--- config.mk ---
export PLATFORM = sky130hd
export DESIGN_NAME = mips_mem_arbiter
export DESIGN_NICKNAME = d
export VERILOG_FILES = /design/src/rtl/mips_mem_arbiter_pkg.sv /design/src/rtl/mips_wait_timer.sv /design/src/rtl/mips_mem_arbiter.sv
export SDC_FILE = /design/constraint.sdc
export NUM_CORES = 1
export LEC_CHECK = 0
export CAP_MARGIN = 20
export CORE_ASPECT_RATIO = 0.5
export CORE_MARGIN = 5
export CORE_UTILIZATION = 44
export DETAILED_ROUTE_END_ITERATION = 8
export PLACE_DENSITY = 0.9
export SYNTH_ARGS = -nofsm -noshare
export SYNTH_HDL_FRONTEND = slang
export SYNTH_SLANG_ARGS = --single-unit
--- constraint.sdc ---
create_clock -name clk -period 2.3 [get_ports clk]
set_input_delay 0.69 -clock clk [delete_from_list [all_inputs] [get_ports clk]]
set_output_delay 0.69 -clock clk [all_outputs]
set_load 0.01 [all_outputs]
--- src/rtl/mips_mem_arbiter_pkg.sv ---
// ============================================================================
// Module : mips_mem_arbiter_pkg
// Brief  : Shared encodings and default widths for the IF/MEM memory arbiter.
// Rev    : 1.0  initial release
// ============================================================================
`default_nettype none

package mips_mem_arbiter_pkg;

  localparam int c_addr_w_default = 32;
  localparam int c_data_w_default = 32;

  typedef enum logic [1:0] {
    ST_IDLE = 2'd0,
    ST_BUSY = 2'd1,
    ST_DONE = 2'd2
  } arb_state_t;

  typedef enum logic {
    OWN_IF = 1'b0,
    OWN_DM = 1'b1
  } owner_t;

endpackage

`default_nettype wire

--- src/rtl/mips_wait_timer.sv ---
// ============================================================================
// Module : mips_wait_timer
// Brief  : Loadable up-counter with a terminal flag; times stalled BUSY cycles.
// Rev    : 1.0  initial release
// ============================================================================
`default_nettype none

module mips_wait_timer #(
  parameter int CNT_W = 8,
  parameter int TERM  = 15
) (
  input  logic             clk,
  input  logic             rst_n,
  input  logic             load,
  input  logic [CNT_W-1:0] load_val,
  input  logic             en,
  output logic             term
);

  logic [CNT_W-1:0] r_cnt;

  // Holds at the terminal value so a hung memory cannot wrap the count.
  always_ff @(posedge clk or negedge rst_n) begin
    if (!rst_n) begin
      r_cnt <= '0;
    end else if (load) begin
      r_cnt <= load_val;
    end else if (en && !term) begin
      r_cnt <= r_cnt + 1'b1;
    end
  end

  assign term = (r_cnt == CNT_W'(TERM));

endmodule

`default_nettype wire

--- src/rtl/mips_mem_arbiter.sv ---
// ============================================================================
// Module : mips_mem_arbiter
// Brief  : Shares one variable-latency memory between instruction fetch and
//          load/store, with data priority, IF anti-starvation and timeout.
// Rev    : 1.0  initial release
// ============================================================================
`default_nettype none

module mips_mem_arbiter
  import mips_mem_arbiter_pkg::*;
#(
  parameter int ADDR_W    = c_addr_w_default,
  parameter int DATA_W    = c_data_w_default,
  parameter int MAX_WAIT  = 15,
  parameter int IF_STARVE = 4
) (
  input  logic              clk,
  input  logic              rst_n,
  input  logic              if_req,
  input  logic [ADDR_W-1:0] if_addr,
  output logic [DATA_W-1:0] if_rdata,
  output logic              if_ack,
  input  logic              dm_rd,
  input  logic              dm_wr,
  input  logic [ADDR_W-1:0] dm_addr,
  input  logic [DATA_W-1:0] dm_wdata,
  output logic [DATA_W-1:0] dm_rdata,
  output logic              dm_ack,
  output logic              mem_req,
  output logic              mem_we,
  output logic [ADDR_W-1:0] mem_addr,
  output logic [DATA_W-1:0] mem_wdata,
  input  logic [DATA_W-1:0] mem_rdata,
  input  logic              mem_ready,
  output logic              stall_if,
  output logic              stall_mem,
  output logic              timeout_err
);

  localparam int c_starve_w = 4;
  localparam int c_wait_w   = 8;

  arb_state_t              r_state;
  arb_state_t              w_state_nxt;
  owner_t                  r_owner;
  owner_t                  w_grant_owner;
  logic [c_starve_w-1:0]   r_starve_cnt;
  logic                    r_mem_req;
  logic                    r_mem_we;
  logic [ADDR_W-1:0]       r_mem_addr;
  logic [DATA_W-1:0]       r_mem_wdata;
  logic [DATA_W-1:0]       r_if_rdata;
  logic [DATA_W-1:0]       r_dm_rdata;
  logic                    r_if_ack;
  logic                    r_dm_ack;
  logic                    r_timeout_err;
  logic                    w_dm_req;
  logic                    w_starve_hit;
  logic                    w_grant;
  logic                    w_finish;
  logic                    w_timeout;
  logic                    w_wait_term;
  logic [DATA_W-1:0]       w_rdata_cap;

  assign w_dm_req      = dm_rd | dm_wr;
  assign w_starve_hit  = if_req && (r_starve_cnt == c_starve_w'(IF_STARVE));
  assign w_grant_owner = (w_dm_req && !w_starve_hit) ? OWN_DM : OWN_IF;

  mips_wait_timer #(
    .CNT_W (c_wait_w),
    .TERM  (MAX_WAIT)
  ) u_wait_timer (
    .clk      (clk),
    .rst_n    (rst_n),
    .load     (w_grant),
    .load_val ('0),
    .en       ((r_state == ST_BUSY) && !mem_ready),
    .term     (w_wait_term)
  );

  always_ff @(posedge clk or negedge rst_n) begin
    if (!rst_n) begin
      r_state <= ST_IDLE;
    end else begin
      r_state <= w_state_nxt;
    end
  end

  // A real completion wins over a timeout that lands in the same cycle.
  always_comb begin
    w_state_nxt = r_state;
    w_grant     = 1'b0;
    w_finish    = 1'b0;
    w_timeout   = 1'b0;
    case (r_state)
      ST_IDLE: begin
        if (if_req || w_dm_req) begin
          w_grant     = 1'b1;
          w_state_nxt = ST_BUSY;
        end
      end
      ST_BUSY: begin
        if (mem_ready) begin
          w_finish    = 1'b1;
          w_state_nxt = ST_DONE;
        end else if (w_wait_term) begin
          w_finish    = 1'b1;
          w_timeout   = 1'b1;
          w_state_nxt = ST_DONE;
        end
      end
      ST_DONE: w_state_nxt = ST_IDLE;
      default: w_state_nxt = ST_IDLE;
    endcase
  end

  assign w_rdata_cap = (w_timeout || r_mem_we) ? '0 : mem_rdata;

  always_ff @(posedge clk or negedge rst_n) begin
    if (!rst_n) begin
      r_owner       <= OWN_IF;
      r_starve_cnt  <= '0;
      r_mem_req     <= 1'b0;
      r_mem_we      <= 1'b0;
      r_mem_addr    <= '0;
      r_mem_wdata   <= '0;
      r_if_rdata    <= '0;
      r_dm_rdata    <= '0;
      r_if_ack      <= 1'b0;
      r_dm_ack      <= 1'b0;
      r_timeout_err <= 1'b0;
    end else begin
      r_if_ack <= 1'b0;
      r_dm_ack <= 1'b0;
      if (w_grant) begin
        r_owner   <= w_grant_owner;
        r_mem_req <= 1'b1;
        if (w_grant_owner == OWN_DM) begin
          r_mem_we    <= dm_wr;
          r_mem_addr  <= dm_addr;
          r_mem_wdata <= dm_wdata;
          if (if_req && (r_starve_cnt != c_starve_w'(IF_STARVE))) begin
            r_starve_cnt <= r_starve_cnt + 1'b1;
          end else if (!if_req) begin
            r_starve_cnt <= '0;
          end
        end else begin
          r_mem_we     <= 1'b0;
          r_mem_addr   <= if_addr;
          r_mem_wdata  <= '0;
          r_starve_cnt <= '0;
        end
      end
      if (w_finish) begin
        r_mem_req <= 1'b0;
        r_mem_we  <= 1'b0;
        if (r_owner == OWN_DM) begin
          r_dm_ack   <= 1'b1;
          r_dm_rdata <= w_rdata_cap;
        end else begin
          r_if_ack   <= 1'b1;
          r_if_rdata <= w_rdata_cap;
        end
      end
      if (w_timeout) begin
        r_timeout_err <= 1'b1;
      end
    end
  end

  assign mem_req     = r_mem_req;
  assign mem_we      = r_mem_we;
  assign mem_addr    = r_mem_addr;
  assign mem_wdata   = r_mem_wdata;
  assign if_rdata    = r_if_rdata;
  assign dm_rdata    = r_dm_rdata;
  assign if_ack      = r_if_ack;
  assign dm_ack      = r_dm_ack;
  assign timeout_err = r_timeout_err;
  assign stall_if    = if_req & ~r_if_ack;
  assign stall_mem   = w_dm_req & ~r_dm_ack;

endmodule

`default_nettype wire

==> impl_results.md, run 1 <==
- Outcome: completed
- Die Wd: around 190 um
- Clock sinks: 148
- Yosys cell types: 45
- WP data required: 1.61 ns
- # diodes: 0
- Fin cells: roughly 1200
- Post-route DRC: 0
- Post-route antenna net violation count: 0
- CP max FO: 2
- RD Place Congestion: 0.864
- Clock Skew: about 0.011 ns
- Fin crit period: approximately 2.3 ns
- Post-synthesis compound-gate area fraction: 0.191
- Hold_buf cts: 0
- DRT Wirelength: between 20 and 25 mm
- CP Capture Type: output port
- Fin Setup TNS: 0 ns
- Layout cell share with drive strength beyond 1: 0.0769
- Initial Utilization: 0.451
- Largest net degree at the start of global routing: 49
- Final hold vios: 0
- Most common cell after layout, fill and taps aside: clkdlybuf4s50_1
- Register area share after synthesis: 0.530
- Layout Nets: roughly 1100
- PD cells: roughly 1300 nW/um^2
- CP max-delay cell: clkdlybuf4s50_1
- P_sw: approximately 0.0050 W
- First drt pass iteration count: 6
- First-pass GRT wire length: ~37 mm
- TritonCTS Buffers: 17
- XOR/XNOR Fraction of Synth Area: 0
- Sequential share of power: 0.325
- Startpoint types: primary input
- #FFs+latches synth: 148
- Sw Share: 0.356
- Vias per cell: roughly 5.6
- Worst EP arrival: approximately 1.6 ns
- Placeable Area: about 15000 sq um
- Final slew viol count: 0
- Mapped Nets: 814
- Syn. warnings: 0
- Latest clock arrival within the worst-skew pair: 0.42 ns
- Clk root buf: clkbuf_16
- I/O pins: 269
- Setup ws final: between 0.04 and 0.05 ns
- Worst slack at placement: -0.488 ns
- Routed WL per cell: 20.1 um
- Most frequent cells in the layout: clkdlybuf4s50_1, dfrtp_1, o21ai_0, inv_1, mux2i_1
- P_int: 0.00897 W
- Area of the multi-input gates: ~2800 sq um
- Filler cells: approximately 1100
- Die area: between 15000 and 20000 sq um
- Synth Area per Inst: 10.3 sq um
- Die span in y: approximately 99 um
- Setup Crit Path Kind: in2out
- Initial antenna violation count: 0
- CTS tree: yes
- Adder-cell share of the synthesized area: 0.00538
- H-tree levels: 4
- Worst VDD drop: between 0.0005 and 0.0006 V
- Total grt overflow: 0
- IO Port Bufs: between 200 and 300
- Row count: 32
- Leak pwr: ~4.8 nW
- Initial DRC Count: 421
- Worst path max stage delay: between 0.4 and 0.5 ns
- Period utilization: 0.981
- Rel. slew slack: 0.483
- Vias: between 6000 and 7000
- GRT Resource Usage Total: 0.246
- Cells after DPL: ~1100
- HPWL after DPL: approximately 16 mm
- CP cell instances: clkdlybuf4s50_1 -> nor2b_1 -> clkdlybuf4s15_1
- Worst Max-Slew Pin Slew: just under 0.8 ns
- Fmax: about 440 MHz
- RSZ-0062 raised after global routing: false
- Combinational share of power: 0.464
- Area growth from synthesis to layout: 52.7%
- Clk buf depth: 2
- Register area: roughly 3700 sq um
- Clock power share: 0.211
- Multiplexer share of the synthesized area: 0.0989
- Vias in the first global route: approximately 7000
- Simple-Gate Fraction of Synth Area: 0.100
- Final setup violation count: 0
- HP Class: in2async
- Max Cap Viol: 0
- Post-Syn Area: between 6000 and 7000 sq um
- Synth Instances: approximately 680
- Clk slew on worst S/H paths: ~0.060 ns
- Setup Buffers After CTS: 0
- Largest family of logic cells by synthesized area: compound AO/OA/AOI/OAI gates
power by group through the flow:
stage               Sequential (W)  Clock [W]  Combinational (W)
floorplan                  0.00489          0            0.00263
global placement           0.00447          0            0.00618
detailed placement         0.00453          0            0.00640
CTS                        0.00452    0.00298            0.00651
global route               0.00468    0.00311            0.00691
finish                     0.00453    0.00294            0.00646
logic make-up (layout without fill, tap and decap cells):
| kind of cell | Yosys count | count (layout) |
|---|---|---|
| AOI/OAI and AO/OA | 225 | 225 |
| adders and majority gates | 3 | 3 |
| buffers and inverters | 127 | 398 |
| DFF | 148 | 148 |
| muxes | 69 | 69 |
| and+or+nand+nor | 105 | 106 |
Yosys cell counts:
master	instances	area, sq um
or2_1	1	6.26
dfrtp_1	148	3700
and2_1	1	6.26
clkbuf_1	31	116
mux2i_1	69	691
nand4b_1	2	17.5
a22o_1	32	280
buf_2	23	115
inv_1	71	267
nand4_1	1	6.26
nor4_1	2	12.5
a21oi_2	1	8.76
nor3_2	2	20.0
or3b_1	1	8.76
a31oi_1	34	213
a31o_2	1	8.76
o22ai_1	1	6.26
a21o_1	2	15.0
ha_1	3	37.5
nand2_1	6	22.5
nor3b_1	2	15.0
o2111ai_1	2	17.5
nor2_2	1	6.26
o21ai_1	4	20.0
o21ai_0	103	515
nor3_1	1	5.00
nand2b_1	1	6.26
or4_1	3	22.5
buf_6	1	11.3
o22a_1	1	8.76
or2_2	2	12.5
o31ai_1	3	22.5
nor2b_1	2	12.5
or4_4	1	11.3
and4b_1	1	10.0
and3_1	1	6.26
or3_1	1	6.26
and3b_1	33	289
o311ai_0	1	8.76
o211ai_1	3	22.5
buf_4	1	7.51
a21oi_1	36	180
a211oi_1	1	7.51
nand3_1	36	180
nor2_1	4	15.0
final timing paths:
check,slack (ns),endpoint,start,depth (start not counted)
worst max-delay path,0.04,stall_if,if_req,3
worst min-delay path,0.22,dm_rdata[29],rst_n,1
worst max register to register,0.32,mem_addr[29],r_starve_cnt[0],6
worst min register to register,0.48,timeout_err,timeout_err,1
max in group asynchronous,1.39,dm_rdata[9],rst_n,2
min in group clk,0.48,timeout_err,timeout_err,1
layout make-up:
| type | count | share of cell area |
|---|---|---|
| inverter | 71 | 0.0250 |
| clock inverter | 10 | 0.0137 |
| sequential | 148 | 0.347 |
| clock buffer | 22 | 0.0445 |
| tap | 204 | 0.0239 |
| multi-input combinational | 403 | 0.263 |
| timing repair buffer | 295 | 0.282 |
metrics by stage:
stage	util	hold WS [ns]	cell area (sq um)	power [W]
final	0.688	0.220	10700	0.0139
after global placement	0.647	0.459	10000	0.0107
after global routing	0.688	0.249	10700	0.0147
after detailed placement	0.647	0.473	10000	0.0109
after CTS	0.688	0.233	10700	0.0140
after floorplan	-	0.394	6980	0.00751
sequential cells by signal, indices dropped and copies added, names as in the netlist:
register,flops
if_rdata,32
timeout_err,1
dm_ack,1
mem_addr,32
mem_we,1
dm_rdata,32
r_state,2
r_starve_cnt,4
u_wait_timer.r_cnt,8
r_owner,1
if_ack,1
mem_wdata,32
mem_req,1
worst max-delay path, delay by kind of cell:
kind	cells	cell delay [ns]
buf+inv	2	0.74
simple gates	1	0.14
per-layer routing:
| metal | vias up | GRT usage | wire length (um) |
|---|---|---|---|
| li1 | 2943 | - | - |
| met1 | 3205 | 0.287 | 8980 |
| met2 | 274 | 0.434 | 12000 |
| met3 | 66 | 0.0552 | 1360 |
| met4 | 0 | 0.118 | 823 |
| met5 | - | 0 | 0 |
timing repair:
| item | 4_1_cts | 5_1_grt |
|---|---|---|
| gates resized for setup | 7 | 1 |
| setup endpoints to repair | 34 | 1 |
| cloned | 1 | 0 |
| pin swaps | 1 | 0 |
No activity file was read; power rests on OpenSTA's default activity.
==> run 2: changes to the inputs <==
--- a/config.mk
+++ b/config.mk
@@ -7,7 +7,7 @@
 export LEC_CHECK = 0
 export CAP_MARGIN = 20
 export CORE_ASPECT_RATIO = 0.5
-export CORE_MARGIN = 5
+export CORE_MARGIN = 4
 export CORE_UTILIZATION = 44
 export DETAILED_ROUTE_END_ITERATION = 8
 export PLACE_DENSITY = 0.9
==> run 2 against run 1 <==
Against the previous run:
- global-route usage is 0.080 points higher
- total power up 0.67%
- core utilization grew 0.42 points
- combinational power fell by 1%
- sequential share of layout area decreased by 0.12 points
- first-iteration DRC count grew 9.0%
- hold slack lost 0.017 ns
- sequential power barely moved
==> impl_results.md, run 2 (synthesis results as in run 1) <==
- Wl on met1: 8.69 mm (-3.3%)
- Setup ws final: 0.0870 ns (+0.0429 ns)
- I/O pins: 269 (unchanged)
- Worst VDD drop: 0.000751 V (+27%)
- Worst EP arrival: 1.52 ns (-0.05 ns)
- Clock Skew: 0.0128 ns (+0.00171 ns)
- Worst reg-to-reg setup slack: 0.35 ns (+0.03 ns)
- Area growth from synthesis to layout: 53.3%
- Latest clock arrival within the worst-skew pair: 0.42 ns (about the same)
- Post-route DRC: 0 (unchanged)
- Total grt overflow: 0 (unchanged)
- Clk buf depth: 2 (unchanged)
- Final setup violation count: 0 (unchanged)
- Fin crit period: 2.21 ns (-0.0429 ns)
- RD Place Congestion: 0.819 (-5.2%)
- DRT Wirelength: 22.3 mm (-3.9%)
- Filler cells: 1064 (-0.37%)
- Layout Nets: 1074 (+0.093%)
- Die span in y: 97.1 um (-2.0%)
- PD cells: 1310 nW/um^2 (+0.32%)
- Final slew viol count: 0 (unchanged)
- Uppermost routed layer: met4
- First-pass GRT wire length: 35.8 mm (-2.8%)
- Setup Crit Path Kind: in2out
- Startpoint types: primary input
- Most frequent cells in the layout: clkdlybuf4s50_1, dfrtp_1, o21ai_0, inv_1, mux2i_1
- CP max FO: 2 (unchanged)
- Largest net degree at the start of global routing: 44 (-10%)
- Metal3 WL: 1.20 mm (-11%)
- RSZ-0062 raised after global routing: false
- Fin Setup TNS: 0 ns (unchanged)
- CP Capture Type: output port
- Vias: 6500 (+0.18%)
- WP data required: 1.61 ns (about the same)
- IO Port Bufs: 268 (unchanged)
- HP Class: in2async
- Outcome: completed
- Worst slack at placement: -0.355 ns (+0.133 ns)
- Period utilization: 0.962 (-0.0186)
- Fmax: 452 MHz (+1.9%)
- Vias per cell: 5.63 (about the same)
- First drt pass iteration count: 5 (-1)
- Placeable Area: 15500 sq um (-0.26%)
- Worst Max-Slew Pin Slew: 0.761 ns (-0.00791 ns)
- Row count: 32 (unchanged)
- Most common cell after layout, fill and taps aside: clkdlybuf4s50_1
- TritonCTS Buffers: 17 (unchanged)
- Fin cells: 1154 (+0.087%)
- Cells after DPL: 1122 (+0.18%)
- Die area: 18100 sq um (-3.1%)
- Clk slew on worst S/H paths: 0.06 ns (about the same)
- Routed WL per cell: 19.3 um (-4.0%)
- Final hold vios: 0 (unchanged)
- Initial Utilization: 0.452 (+0.00117)
- # diodes: 0 (unchanged)
- Clock sinks: 148 (unchanged)
- H-tree levels: 4 (unchanged)
- Post-route antenna net violation count: 0 (unchanged)
- Layout cell share with drive strength beyond 1: 0.0821 (+0.00518)
- Hold_buf cts: 0 (unchanged)
- Max Cap Viol: 0 (unchanged)
- Clk root buf: clkbuf_16
- Setup Buffers After CTS: 0 (unchanged)
- Vias in the first global route: 6844 (-0.16%)
- Leak pwr: 4.81 nW (+0.73%)
- GRT Resource Usage Total: 0.246 (+0.000805)
- Initial antenna violation count: 0 (unchanged)
- Met2 wire len: 11.3 mm (-5.6%)
- Initial DRC Count: 459 (+9.0%)
- Die Wd: 186 um (-1.1%)
- CTS tree: yes
- Rel. slew slack: 0.488 (+0.00532)
- HPWL after DPL: 15.2 mm (-3.1%)
[run 2: worst paths after layout]
| path | startpoint | cells after the start | end |
|---|---|---|---|
| worst min-delay path | rst_n | 1 | mem_addr[29] |
| min in group clk | timeout_err | 1 | timeout_err |
| worst max-delay path | if_req | 3 | stall_if |
| worst min register to register | timeout_err | 1 | timeout_err |
| worst max register to register | u_wait_timer.r_cnt[5] | 4 | dm_rdata[4] |
| max in group asynchronous | rst_n | 2 | dm_rdata[12] |
[run 2: critical path, stage by stage]
cell and delay [ns]:
clkdlybuf4s50_1 0.50, nor2b_2 0.18, clkbuf_2 0.15
[run 2: report_power, final]
part           switching [W]  leakage [nW]  total [W]  internal (W)
combinational        0.00292          2.84    0.00638       0.00346
clock                0.00115         0.318    0.00309       0.00194
sequential          0.000850          1.65    0.00456       0.00371
[run 2: timing repair]
action                                 in CTS  in global routing
endpoints found under the hold margin       0                  0
resized for setup                           5                  3
setup endpoints to repair                   2                  2
pin swaps                                   1                  0
[run 2: cell type report]
| type | count | area, sq um | share of cell area |
|---|---|---|---|
| inverter | 71 | 267 | 0.0249 |
| tap | 204 | 255 | 0.0239 |
| sequential | 148 | 3700 | 0.346 |
| clock buffer | 17 | 425 | 0.0398 |
| timing repair buffer | 297 | 3030 | 0.283 |
| clock inverter | 15 | 229 | 0.0214 |
| multi-input combinational | 402 | 2790 | 0.261 |
[run 2: per-layer routing]
metal	vias to the layer above	track usage
met5	-	0
met4	0	0.123
met2	316	0.425
met3	81	0.0464
li1	2947	-
met1	3156	0.294
[run 2: through the flow]
step	hold slack, ns	power [W]	utilization	instance area, sq um
detailed placement	0.469	0.0109	0.651	10100
global placement	0.466	0.0107	0.651	10100
finish	0.203	0.0140	0.692	10700
global route	0.225	0.0148	0.692	10700
floorplan	0.394	0.00751	-	6980
CTS	0.213	0.0141	0.693	10700
